File: config.mk
export PLATFORM = sky130hd
export DESIGN_NAME = addr_wr_en_responder
export DESIGN_NICKNAME = d
export VERILOG_FILES = /design/src/rtl/addr_wr_en_responder.sv
export SDC_FILE = /design/constraint.sdc
export NUM_CORES = 1
export LEC_CHECK = 0
export BUFFER_PORTS_ARGS = -buffer_cell sky130_fd_sc_hd__buf_2
export CAP_MARGIN = 30
export CORE_MARGIN = 2
export CORE_UTILIZATION = 33
export CTS_CLUSTER_DIAMETER = 50
export DETAILED_ROUTE_END_ITERATION = 7
export GPL_TIMING_DRIVEN = 0
export PLACE_DENSITY_LB_ADDON = 0.25
export SETUP_SLACK_MARGIN = 0.5
export SYNTH_ARGS = -nofsm -noshare
export SYNTH_HDL_FRONTEND = slang
export SYNTH_SLANG_ARGS = --single-unit
File: constraint.sdc
create_clock -name clk -period 2.2 [get_ports clk]
set_clock_uncertainty 0.05 [all_clocks]
set_input_delay 0.22 -clock clk [delete_from_list [all_inputs] [get_ports clk]]
set_output_delay 0.22 -clock clk [all_outputs]
set_load 0.01 [all_outputs]
File: src/rtl/addr_wr_en_responder.sv
// Responder end of the addr/wr/en interface: register array with
// immediate writes, fixed-latency reads, range errors and counters.
module addr_wr_en_responder #(
  parameter int AW     = 6,
  parameter int DW     = 8,
  parameter int DEPTH  = 48,
  parameter int RD_LAT = 2
) (
  input  logic          clk,
  input  logic          rst_n,
  input  logic          en,
  input  logic          wr,
  input  logic [AW-1:0] addr,
  input  logic [DW-1:0] wdata,
  output logic          ready,
  output logic [DW-1:0] rdata,
  output logic          rvalid,
  output logic          err,
  output logic [15:0]   wr_cnt,
  output logic [15:0]   rd_cnt
);

  typedef enum logic {IDLE, RD_WAIT} state_t;

  localparam logic [AW:0] DEPTH_V = (AW+1)'(DEPTH);
  localparam logic [3:0]  LAT_M1  = 4'(RD_LAT - 1);

  state_t        state;
  state_t        state_d;
  logic [3:0]    cnt;
  logic [3:0]    cnt_d;
  logic [DW-1:0] mem [DEPTH];
  logic [AW-1:0] raddr;
  logic          rok;
  logic          in_rng;
  logic          wr_hit;
  logic          wr_bad;
  logic          rd_acc;
  logic          rd_done;

  assign in_rng = {1'b0, addr} < DEPTH_V;

  always_ff @(posedge clk or negedge rst_n) begin
    if (!rst_n) begin
      state <= IDLE;
      cnt   <= '0;
    end else begin
      state <= state_d;
      cnt   <= cnt_d;
    end
  end

  always_comb begin
    state_d = state;
    cnt_d   = cnt;
    ready   = 1'b0;
    wr_hit  = 1'b0;
    wr_bad  = 1'b0;
    rd_acc  = 1'b0;
    rd_done = 1'b0;
    unique case (state)
      IDLE: begin
        ready = 1'b1;
        if (en && wr) begin
          wr_hit = in_rng;
          wr_bad = !in_rng;
        end else if (en) begin
          rd_acc  = 1'b1;
          state_d = RD_WAIT;
          cnt_d   = LAT_M1;
        end
      end
      RD_WAIT: begin
        if (cnt == 4'd0) begin
          rd_done = 1'b1;
          state_d = IDLE;
        end else begin
          cnt_d = cnt - 4'd1;
        end
      end
      default: state_d = IDLE;
    endcase
  end

  // No write can land while a read waits, so sampling the array at
  // completion equals sampling it at acceptance.
  always_ff @(posedge clk or negedge rst_n) begin
    if (!rst_n) begin
      for (int i = 0; i < DEPTH; i++) mem[i] <= '0;
      raddr  <= '0;
      rok    <= 1'b0;
      rdata  <= '0;
      rvalid <= 1'b0;
      err    <= 1'b0;
      wr_cnt <= '0;
      rd_cnt <= '0;
    end else begin
      rvalid <= rd_done;
      err    <= wr_bad | (rd_done & !rok);
      if (wr_hit) begin
        mem[addr] <= wdata;
        wr_cnt    <= wr_cnt + 16'd1;
      end
      if (rd_acc) begin
        raddr <= addr;
        rok   <= in_rng;
      end
      if (rd_done) begin
        rdata <= rok ? mem[raddr] : '0;
        if (rok) rd_cnt <= rd_cnt + 16'd1;
      end
    end
  end

endmodule

==> metrics.md, run 1 <==
| Metric | Value |
|---|---|
| Worst path top cell family by delay | `multiplexers` |
| Slowest CP cell | `mux4_2` |
| Layout Nets | `1,545` |
| Area Growth Syn to Fin | `32.48%` |
| Initial Util | `33.20%` |
| Sequential fraction of the synthesis area | `55.01%` |
| CP Cell Sequence | `buf_12 > buf_12 > buf_16 > mux4_2 > mux2i_4 > a221oi_4 > a221o_1` |
| Synth warnings | `0` |
| Fill cell count | `5,279` |
| Failing checks | `negative setup slack` |
| Post-detail-place hpwl | `40.17 mm` |
| Clock slew seen by the registers of the worst setup and hold paths | `0.06 ns` |
| Crit path kind | `register to register` |
| Sink Count | `438` |
| Xor/xnor cell area share of the yosys netlist | `1.363%` |
| Post-route setup slack | `-0.06525 ns` |
| Vias per Instance | `5.400` |
| Mean Syn Cell Area | `15.07 um2` |
| GPL Wtd Cong | `0.8625` |
| Largest area contributor in the netlist | `dfrtp_1` |
| Vias after detailed routing | `12,650` |
| Clk_lat worst skew | `0.60 ns` |
| Post-Synth Adder-Cell Area | `0.1884%` |
| DR pass1 iterations | `7` |
| Routed len/inst | `27.12 um` |
| Tot Pwr | `0.02525 W` |
| # rows | `90` |
| Setup Viol. Count Final | `8` |
| Largest buffer count on any clock path | `3` |
| IO buf count | `46` |
| Die Wd | `249.7 um` |
| Pwr Density | `956.6 nW/um2` |
| Commonest non-fill, non-tap cell in the layout | `dfrtp_1` |
| Area contributors post-synth | `dfrtp_1, mux2_2, mux4_2, mux2i_1, nand2_1` |
| Fmax | `441.5 MHz` |
| Area of the mapped netlist | `19,920 um2` |
| WL final | `63.53 mm` |
| # DRC | `0` |
| Pre-CTS setup slack | `-0.9646 ns` |
| Combinational family with the most area after synthesis | `multiplexers` |
| Die area | `62,360 um2` |
| Combinational share of power | `29.7%` |
| Core Region | `60,020 um2` |
| Period minus WS final | `2.265 ns` |
| Slew HR | `30.77%` |
| CTS tree | `done` |
| Data required time of the worst path | `2.63 ns` |
| Most frequent cells in the layout | `dfrtp_1, mux2_2, mux2_4` |
| Cells after DPL | `2,154` |
| Syn Nets | `1,343` |
| Crit end category | `register` |
| Synth unique cells | `46` |
| Largest net degree at the start of global routing | `123` |
| Worst path max stage delay | `0.53 ns` |
| H-Tree Level Count | `2` |
| Placed cell area | `21,570 um2` |
| Total GRT Usage | `19.96%` |
| Worst Path Buf+Inv | `3` |
| Fin cells | `2,343` |
| Switching power | `0.007948 W` |
| Final hold vios | `0` |
| Reg area | `10,960 um2` |
| Root Driver | `clkbuf_16` |
| IR drop worst, VDD | `0.6016 mV` |
| Mux cell area share after synthesis | `34.58%` |
| Yosys reg bits | `438` |
| Synth Area in Simple Gates | `5.212%` |
| Primary FF master, synth | `dfrtp_1` |
| Worst Max-Slew Pin Slew | `1.038 ns` |
| Hold Path Class | `primary input to register` |
| Initial antenna violation count | `1` |
| Final period utilization | `103.0%` |
| 1st-iter DRT viols | `778` |
| Pint | `0.01730 W` |
| Area of the multi-input gates | `10,210 um2` |
| GRT overflow | `0` |
| Max_cap viols | `0` |
| Pleak | `12.09 nW` |
| First-pass GRT wire length | `90.94 mm` |
| Synth top area share | `55.01%` |
| I/O pin total | `61` |
| RSZ-0062 raised after global routing | `true` |
| Async S/R FF share, synth | `100.0%` |
| Arr. time, crit path | `2.70 ns` |
| Slew Limit Fails | `0` |
| Status | `finished, violations left` |
| EDFF count, synth | `0` |
| CP max FO | `7` |
| Startpoint Class | `register` |
| Cell mode on critical path | `buf_12` |
| Mapped Cells | `1,322` |
| Vias in the first global route | `13,090` |
| Die height | `249.7 um` |
| Clock network power share | `33.8%` |
| Finished Cell Area | `26,400 um2` |
| DRT antenna net count | `0` |
| Seq pwr share | `36.5%` |
| Layout cell share with drive strength beyond 1 | `56.15%` |
| Switching part of the total | `31.48%` |
| Synth Area in Compound Gates | `1.564%` |
| Num CTS Buffers | `52` |
==> kinds of logic (layout without fill, tap and decap cells) <==
group,Yosys count,after routing
buf+inv,95,333
xor+xnor,31,31
mux,523,523
other cells,0,1
flops,438,438
simple gates,188,188
fa+ha+maj,3,3
compound gates,44,44
==> what timing repair did <==
item | in CTS | in global routing
pin swaps | 33 | 42
hold buffers | 8 | 1
resized for setup | 204 | 194
cloned | 1 | 4
setup endpoints to repair | 421 | 670
hold endpoints to repair | 85 | 167
buffers inserted | 42 | 43
==> state kept, by name (all words and copies together), names as in the netlist <==
register	flops
wr_cnt	16
state	1
rok	1
raddr	6
rvalid	1
mem	384
rdata	8
rd_cnt	16
err	1
cnt	4
==> Yosys cell counts, types with 6 or more instances <==
cell type / n
a21oi_1: 7
a221o_1: 8
buf_2: 25
clkbuf_1: 55
dfrtp_1: 438
inv_1: 6
mux2_1: 7
mux2_2: 386
mux2i_1: 37
mux4_2: 93
nand2_1: 64
nand2_2: 13
nand3_1: 24
nand4_1: 9
nor2_1: 9
nor2_2: 24
nor3_1: 8
o21ai_0: 7
o22ai_1: 9
xnor2_1: 25
xor2_1: 6
==> power groups by stage <==
| stage | clock (W) | combinational, W | sequential (W) |
|---|---|---|---|
| after floorplan | 0 | 0.00369 | 0.00925 |
| after global placement | 0 | 0.00578 | 0.00928 |
| after detailed placement | 0 | 0.00584 | 0.00931 |
| after CTS | 0.00871 | 0.00700 | 0.00918 |
| after global routing | 0.00906 | 0.00787 | 0.00928 |
| final | 0.00854 | 0.00750 | 0.00921 |
==> metrics by stage <==
| stage | TNS [ns] | hold slack [ns] | utilization [%] |
|---|---|---|---|
| after detailed placement | -121.63 | 0.1045 | 35.94 |
| after global placement | -3579.62 | 0.4092 | 35.74 |
| after global routing | -0.7152 | 0.1855 | 43.97 |
| after CTS | -0.004837 | 0.08832 | 41.55 |
| after floorplan | 0 | -0.1256 | - |
| final | -0.2749 | 0.1732 | 43.98 |
==> worst reg2reg max path: stages, from the launching register on <==
cell and delay [ns]:
dfrtp_1 0.43, buf_12 0.20, buf_12 0.13, buf_16 0.12, mux4_2 0.53, mux2i_4 0.24, a221oi_4 0.14, a221o_1 0.32
==> worst paths after layout <==
| check | from | slack (ns) | end | cells past startpoint |
|---|---|---|---|---|
| setup / recovery | raddr[0]$_DFFE_PN0P_ | -0.07 | rdata[0]$_DFFE_PN0P_ | 7 |
| hold / removal | en | 0.17 | state$_DFF_PN0_ | 3 |
| setup reg to reg | raddr[0]$_DFFE_PN0P_ | -0.07 | rdata[0]$_DFFE_PN0P_ | 7 |
| hold reg to reg | rd_cnt[15]$_DFFE_PN0P_ | 0.42 | rd_cnt[15]$_DFFE_PN0P_ | 1 |
| max in group asynchronous | rst_n | 0.88 | mem[151]$_DFFE_PN0P_ | 7 |
| min in group asynchronous | rst_n | 0.33 | mem[218]$_DFFE_PN0P_ | 5 |
==> cell type report <==
class | instances | area share (%)
Antenna cell | 1 | 0.009480
Buffer | 87 | 2.839
Clock buffer | 81 | 6.072
Clock inverter | 9 | 0.3603
Inverter | 8 | 0.1232
Multi-Input combinational cell | 789 | 38.67
Sequential cell | 438 | 41.53
Tap cell | 782 | 3.707
Timing Repair Buffer | 148 | 6.688
==> per-layer routing <==
metal  up-vias  share of wire (%)  global-route usage [%]
met5         -                  0                       0
met3       105                5.6                   4.203
li1       5300                  -                       -
met4         0                3.2                   7.504
met2       401                 48                   31.64
met1      6847                 44                   26.97
(Power assumes the default switching activity.)
==> run 2, diff against run 1 <==
--- a/config.mk
+++ b/config.mk
@@ -7,6 +7,8 @@
 export LEC_CHECK = 0
 export BUFFER_PORTS_ARGS = -buffer_cell sky130_fd_sc_hd__buf_2
 export CAP_MARGIN = 30
+export CELL_PAD_IN_SITES_DETAIL_PLACEMENT = 1
+export CELL_PAD_IN_SITES_GLOBAL_PLACEMENT = 1
 export CORE_MARGIN = 2
 export CORE_UTILIZATION = 33
 export CTS_CLUSTER_DIAMETER = 50
==> metrics.md, run 2 (synthesis gave the netlist of run 1 again) <==
| Metric | Value |
|---|---|
| Status | `finished, violations left` |
| Failing checks | `negative setup slack` |
| GPL Wtd Cong | `0.8426 (-2.3%)` |
| GRT overflow | `0 (unchanged)` |
| Routed len/inst | `28.79 um (+6.2%)` |
| Max_cap viols | `0 (unchanged)` |
| H-Tree Level Count | `2 (unchanged)` |
| Initial antenna violation count | `1 (unchanged)` |
| Largest net degree at the start of global routing | `121 (-1.6%)` |
| Num CTS Buffers | `59 (+13%)` |
| CTS tree | `done` |
| Crit end category | `register` |
| Pint | `0.01819 W (+5.1%)` |
| Data required time of the worst path | `2.64 ns (about the same)` |
| Clk_lat worst skew | `0.63 ns (+0.03 ns)` |
| Placed cell area | `21,560 um2 (about the same)` |
| Hold Path Class | `primary input to register` |
| Layout Nets | `1,559 (+0.91%)` |
| Combinational share of power | `30.6% (+0.9 points)` |
| Pleak | `12.38 nW (+2.4%)` |
| Arr. time, crit path | `2.65 ns (-0.05 ns)` |
| Fill cell count | `5,822 (+10%)` |
| Crit path kind | `register to register` |
| DRT antenna net count | `0 (unchanged)` |
| Switching power | `0.008559 W (+7.7%)` |
| RSZ-0062 raised after global routing | `true` |
| Vias in the first global route | `13,780 (+5.3%)` |
| Clock slew seen by the registers of the worst setup and hold paths | `0.06 ns (about the same)` |
| IO buf count | `46 (unchanged)` |
| Switching part of the total | `32.00% (+0.52 points)` |
| Most frequent cells in the layout | `dfrtp_1, mux2_4, mux2_2` |
| # DRC | `0 (unchanged)` |
| Clock network power share | `34.9% (+1.1 points)` |
| Total GRT Usage | `21.22% (+1.3 points)` |
| N_diodes | `0 (-1)` |
| Tot Pwr | `0.02675 W (+5.9%)` |
| First-pass GRT wire length | `96.04 mm (+5.6%)` |
| DR pass1 iterations | `5 (-2)` |
| Seq pwr share | `34.5% (-2.0 points)` |
| Post-route setup slack | `-0.009489 ns (+0.05576 ns)` |
| Largest buffer count on any clock path | `3 (unchanged)` |
| Worst Max-Slew Pin Slew | `1.165 ns (+0.1261 ns)` |
| Vias per Instance | `5.361 (-0.73%)` |
| 1st-iter DRT viols | `885 (+14%)` |
| Final period utilization | `100.4% (-2.5 points)` |
| Pwr Density | `986.9 nW/um2 (+3.2%)` |
| Die Wd | `249.7 um (unchanged)` |
| Biggest registers after layout | `mem: 384 flops, rd_cnt: 16 flops, wr_cnt: 16 flops` |
| Slew Limit Fails | `0 (unchanged)` |
| Post-detail-place hpwl | `41.79 mm (+4.0%)` |
| Die height | `249.7 um (unchanged)` |
| Die area | `62,360 um2 (unchanged)` |
| Layout cell share with drive strength beyond 1 | `56.85% (+0.69 points)` |
| Most flops, register | `mem` |
| # rows | `90 (unchanged)` |
| Commonest non-fill, non-tap cell in the layout | `dfrtp_1` |
| Setup Viol. Count Final | `2 (-6)` |
| Period minus WS final | `2.209 ns (-0.05576 ns)` |
| Area Growth Syn to Fin | `36.05%` |
| Fmax | `452.6 MHz (+2.5%)` |
| Vias after detailed routing | `12,690 (+0.28%)` |
| Root Driver | `clkbuf_16` |
| Startpoint Class | `register` |
| Finished Cell Area | `27,110 um2 (+2.7%)` |
| Core Region | `60,020 um2 (unchanged)` |
| Sink Count | `438 (unchanged)` |
| Hold Slack | `0.1445 ns (-0.02868 ns)` |
| WL final | `68.16 mm (+7.3%)` |
| Initial Util | `33.20% (unchanged)` |
| Max reg flops | `384 (unchanged)` |
| Final hold vios | `0 (unchanged)` |
| IR drop worst, VDD | `0.5712 mV (-5.1%)` |
| I/O pin total | `61 (unchanged)` |
| Slew HR | `21.94% (-8.8 points)` |
| CP max FO | `9 (+2)` |
run 2: worst paths after layout:
check	cells after the start	from	end	slack, ns
hold reg to reg	1	rd_cnt[15]$_DFFE_PN0P_	rd_cnt[15]$_DFFE_PN0P_	0.41
setup / recovery	7	raddr[0]$_DFFE_PN0P_	rdata[6]$_DFFE_PN0P_	-0.009
max in group asynchronous	3	rst_n	mem[25]$_DFFE_PN0P_	0.77
min in group asynchronous	2	rst_n	mem[200]$_DFFE_PN0P_	0.17
setup reg to reg	7	raddr[0]$_DFFE_PN0P_	rdata[6]$_DFFE_PN0P_	-0.009
hold / removal	3	addr[4]	raddr[4]$_DFFE_PN0P_	0.14
run 2: metal layers:
metal  routed length (um)  vias to the layer above  GRT usage [%]
li1                     -                     5320              -
met1                29690                     6902          28.23
met2                32230                      363          34.19
met5                    0                        -              0
met4                 2353                        0          8.055
met3                 3884                      104          4.370
run 2: power groups by stage:
stage	Sequential (W)	Clock (W)	Combinational, W
after global routing	0.00932	0.00988	0.00857
after floorplan	0.00925	0	0.00369
final	0.00924	0.00933	0.00818
after CTS	0.00921	0.00948	0.00759
after global placement	0.00931	0	0.00581
after detailed placement	0.00935	0	0.00591
run 2: repair_timing:
| item | 4_1_cts | 5_1_grt |
|---|---|---|
| endpoints found under the hold margin | 94 | 0 |
| resized for setup | 192 | 334 |
| cloned | 3 | 1 |
| hold buffers | 4 | 0 |
| pin swaps | 39 | 46 |
| buffers inserted | 52 | 44 |
| setup endpoints to repair | 421 | 420 |
run 2: worst max-delay path, cell delays in order, from the launching register on:
cell and delay (ns):
dfrtp_1 0.37, buf_12 0.18, buf_16 0.18, buf_12 0.12, mux4_2 0.51, mux2i_1 0.22, o22ai_1 0.13, a221o_1 0.31
run 2: final cells by class:
cell class / instances / area [um2] / share of cell area (%)
multi-input combinational: 789 / 10640 / 39.24
sequential: 438 / 10960 / 40.44
inverter: 8 / 35.03 / 0.1292
timing repair buffer: 155 / 1763 / 6.504
buffer: 87 / 833.3 / 3.074
clock inverter: 25 / 230.2 / 0.8493
clock buffer: 83 / 1668 / 6.153
tap: 782 / 978.4 / 3.610
run 2: stage by stage:
stage          setup slack, ns  cells  setup TNS [ns]  utilization, %
6_report             -0.009489   2367        -0.01393           45.16
5_1_grt                -0.1002   2367         -0.3615           45.16
3_3_place_gp            -8.185   2150        -3700.79           35.74
2_1_floorplan           0.2372   1322               0               -
3_5_place_dp           -0.9217   2155         -136.35           35.93
4_1_cts                0.03033   2322               0           41.84
==> run 3, diff against run 2 <==
--- a/config.mk
+++ b/config.mk
@@ -10,7 +10,7 @@
 export CELL_PAD_IN_SITES_DETAIL_PLACEMENT = 1
 export CELL_PAD_IN_SITES_GLOBAL_PLACEMENT = 1
 export CORE_MARGIN = 2
-export CORE_UTILIZATION = 33
+export CORE_UTILIZATION = 30
 export CTS_CLUSTER_DIAMETER = 50
 export DETAILED_ROUTE_END_ITERATION = 7
 export GPL_TIMING_DRIVEN = 0
==> constraint.sdc (replaced) <==
create_clock -name clk -period 2.4 [get_ports clk]
set_clock_uncertainty 0.05 [all_clocks]
set_input_delay 0.24 -clock clk [delete_from_list [all_inputs] [get_ports clk]]
set_output_delay 0.24 -clock clk [all_outputs]
set_load 0.01 [all_outputs]
==> metrics.md, run 3 (synthesis gave the netlist of run 1 again) <==
| Metric | Value |
|---|---|
| Status | `finished, final reports clean` |
| Reg area | `10,960 um2 (about the same)` |
| First-pass GRT wire length | `98.93 mm (+3.0%)` |
| IO buf count | `46 (unchanged)` |
| Initial Util | `30.30% (-2.9 points)` |
| Most flops, register | `mem` |
| Crit path kind | `register to register` |
| Fmax | `437.1 MHz (-3.4%)` |
| 1st-iter DRT viols | `894 (+1.0%)` |
| Post-route setup slack | `0.1120 ns (+0.1215 ns)` |
| I/O pin total | `61 (unchanged)` |
| Layout Nets | `1,575 (+1.0%)` |
| Largest buffer count on any clock path | `3 (unchanged)` |
| Vias after detailed routing | `12,770 (+0.63%)` |
| Max_cap viols | `0 (unchanged)` |
| Initial antenna violation count | `4 (+3)` |
| Vias in the first global route | `13,980 (+1.5%)` |
| Fill cell count | `6,490 (+11%)` |
| Post-layout util | `40.68% (-4.5 points)` |
| Pre-CTS setup slack | `-0.8525 ns (+0.06917 ns)` |
| Placed cell area | `21,430 um2 (-0.64%)` |
| Largest net degree at the start of global routing | `109 (-9.9%)` |
| GR Util met3 | `4.755% (+0.38 points)` |
| RSZ-0062 raised after global routing | `true` |
| # DRC | `0 (unchanged)` |
| Worst path max stage delay | `0.42 ns (-0.09 ns)` |
| CP Cell Sequence | `buf_4 > bufbuf_16 > buf_4 > mux4_2 > mux2i_4 > a221o_1 > a221oi_2 > a221o_1` |
| Biggest registers after layout | `mem: 384 flops, rd_cnt: 16 flops, wr_cnt: 16 flops` |
| Most frequent cells in the layout | `dfrtp_1, mux2_2, mux2_4` |
| Combinational share of power | `30.0% (-0.6 points)` |
| Slew HR | `32.17% (+10 points)` |
| Clock slew seen by the registers of the worst setup and hold paths | `0.06 ns (about the same)` |
| CP max FO | `4 (-5)` |
| Final period utilization | `95.33% (-5.1 points)` |
| Fin cells | `2,463 (+4.1%)` |
| Worst Max-Slew Pin Slew | `1.017 ns (-0.1471 ns)` |
| Hold Path Class | `primary input to register` |
| # rows | `94 (+4.4%)` |
| IR drop worst, VDD | `0.5464 mV (-4.3%)` |
| Root Driver | `clkbuf_16` |
| CTS tree | `done` |
| Seq pwr share | `33.7% (-0.8 points)` |
| Commonest non-fill, non-tap cell in the layout | `dfrtp_1` |
| Sink Count | `438 (unchanged)` |
| Crit end category | `register` |
| Worst path top cell family by delay | `compound AO/OA/AOI/OAI gates` |
| WL final | `69.16 mm (+1.5%)` |
| Clock network power share | `36.3% (+1.4 points)` |
| Max reg flops | `384 (unchanged)` |
| Total GRT Usage | `20.10% (-1.1 points)` |
| GPL Wtd Cong | `0.8129 (-3.5%)` |
| Data required time of the worst path | `2.85 ns (+0.21 ns)` |
| Area Growth Syn to Fin | `34.24%` |
| Met2 usage | `32.12% (-2.1 points)` |
| Worst Path Buf+Inv | `3 (unchanged)` |
| Die Wd | `261.7 um (+4.8%)` |
| DR pass1 iterations | `5 (unchanged)` |
| Core Region | `65,750 um2 (+9.5%)` |
| Final hold vios | `0 (unchanged)` |
| Die height | `261.7 um (+4.8%)` |
| Finished Cell Area | `26,750 um2 (-1.3%)` |
| GRT overflow | `0 (unchanged)` |
| H-Tree Level Count | `2 (unchanged)` |
| Slowest CP cell | `dfrtp_1` |
| Switching power | `0.007770 W (-9.2%)` |
| Layout cell share with drive strength beyond 1 | `57.02% (+0.17 points)` |
| Cells after DPL | `2,238 (+3.9%)` |
| Area of the multi-input gates | `9948 um2 (-6.5%)` |
| Die area | `68,490 um2 (+9.8%)` |
| Clk_lat worst skew | `0.62 ns (about the same)` |
| Pwr Density | `941.8 nW/um2 (-4.6%)` |
| Switching part of the total | `30.85% (-1.1 points)` |
| Slew Limit Fails | `0 (unchanged)` |
| DRT antenna net count | `0 (unchanged)` |
| Pleak | `12.18 nW (-1.7%)` |
| Routed len/inst | `28.08 um (-2.5%)` |
| Post-detail-place hpwl | `43.92 mm (+5.1%)` |
| Met1 Usage GRT | `26.95% (-1.3 points)` |
| Vias per Instance | `5.184 (-3.3%)` |
| Startpoint Class | `register` |
| Pint | `0.01742 W (-4.2%)` |
| Setup Viol. Count Final | `0 (-2)` |
| Period minus WS final | `2.288 ns (+0.07848 ns)` |
| Arr. time, crit path | `2.74 ns (+0.09 ns)` |
| Hold Slack | `0.09782 ns (-0.04668 ns)` |
| Grt peak-use layer | `met2` |
| Num CTS Buffers | `57 (-3.4%)` |
## run 3: changes by cell type in the layout (fill, tap and decap cells not counted), moves of 8 or more
cell / change
bufinv_16: +8
mux2i_2: -8
buf_4: +16
mux2_4: -169
mux2_2: +169
## run 3: worst min-delay path: cells and delay by family
kind	cells	cell delay (ns)
buffers and inverters	1	0.28
and+or+nand+nor	2	0.21
## run 3: layer usage
metal	part of all wire, %	vias up
li1	-	5367
met1	45	6987
met2	47	300
met3	5.3	109
met4	3.0	6
met5	0.058	-
## run 3: what timing repair did
| action | 4_1_cts | 5_1_grt |
|---|---|---|
| resized for setup | 239 | 180 |
| hold buffers | 3 | 0 |
| setup endpoints to repair | 422 | 417 |
| buffers inserted | 70 | 45 |
| pin swaps | 40 | 50 |
| hold endpoints to repair | 74 | 0 |
| gates cloned | 3 | 0 |
## run 3: area by class of cell
| type | count | share of cell area, % |
|---|---|---|
| Clock buffer | 77 | 6.035 |
| Antenna cell | 3 | 0.02807 |
| Tap cell | 864 | 4.042 |
| Timing Repair Buffer | 173 | 7.111 |
| Multi-Input combinational cell | 789 | 37.20 |
| Clock inverter | 24 | 1.478 |
| Inverter | 8 | 0.1357 |
| Sequential cell | 438 | 40.99 |
| Buffer | 87 | 2.980 |
## run 3: metrics by stage
stage / total power [W] / setup TNS, ns
finish: 0.02519 / 0
global route: 0.02618 / 0
CTS: 0.02482 / 0
detailed placement: 0.01388 / -121.53
global placement: 0.01374 / -3589.20
floorplan: 0.01164 / 0
## run 3: worst paths after layout
check	startpoint	to	cells past startpoint	slack (ns)
setup / recovery	raddr[2]$_DFFE_PN0P_	rdata[6]$_DFFE_PN0P_	8	0.11
hold / removal	addr[1]	raddr[1]$_DFFE_PN0P_	3	0.1
setup reg to reg	raddr[2]$_DFFE_PN0P_	rdata[6]$_DFFE_PN0P_	8	0.11
hold reg to reg	rd_cnt[15]$_DFFE_PN0P_	rd_cnt[15]$_DFFE_PN0P_	1	0.41
max in group asynchronous	rst_n	mem[310]$_DFFE_PN0P_	4	0.75
min in group asynchronous	rst_n	mem[84]$_DFFE_PN0P_	2	0.15
## run 3: power by group through the flow
stage / Combinational, W / Sequential [W] / Clock, W
after floorplan: 0.00317 / 0.00847 / 0
after global placement: 0.00519 / 0.00856 / 0
after detailed placement: 0.00530 / 0.00859 / 0
after CTS: 0.00702 / 0.00847 / 0.00933
after global routing: 0.00791 / 0.00857 / 0.00969
final: 0.00755 / 0.00850 / 0.00914
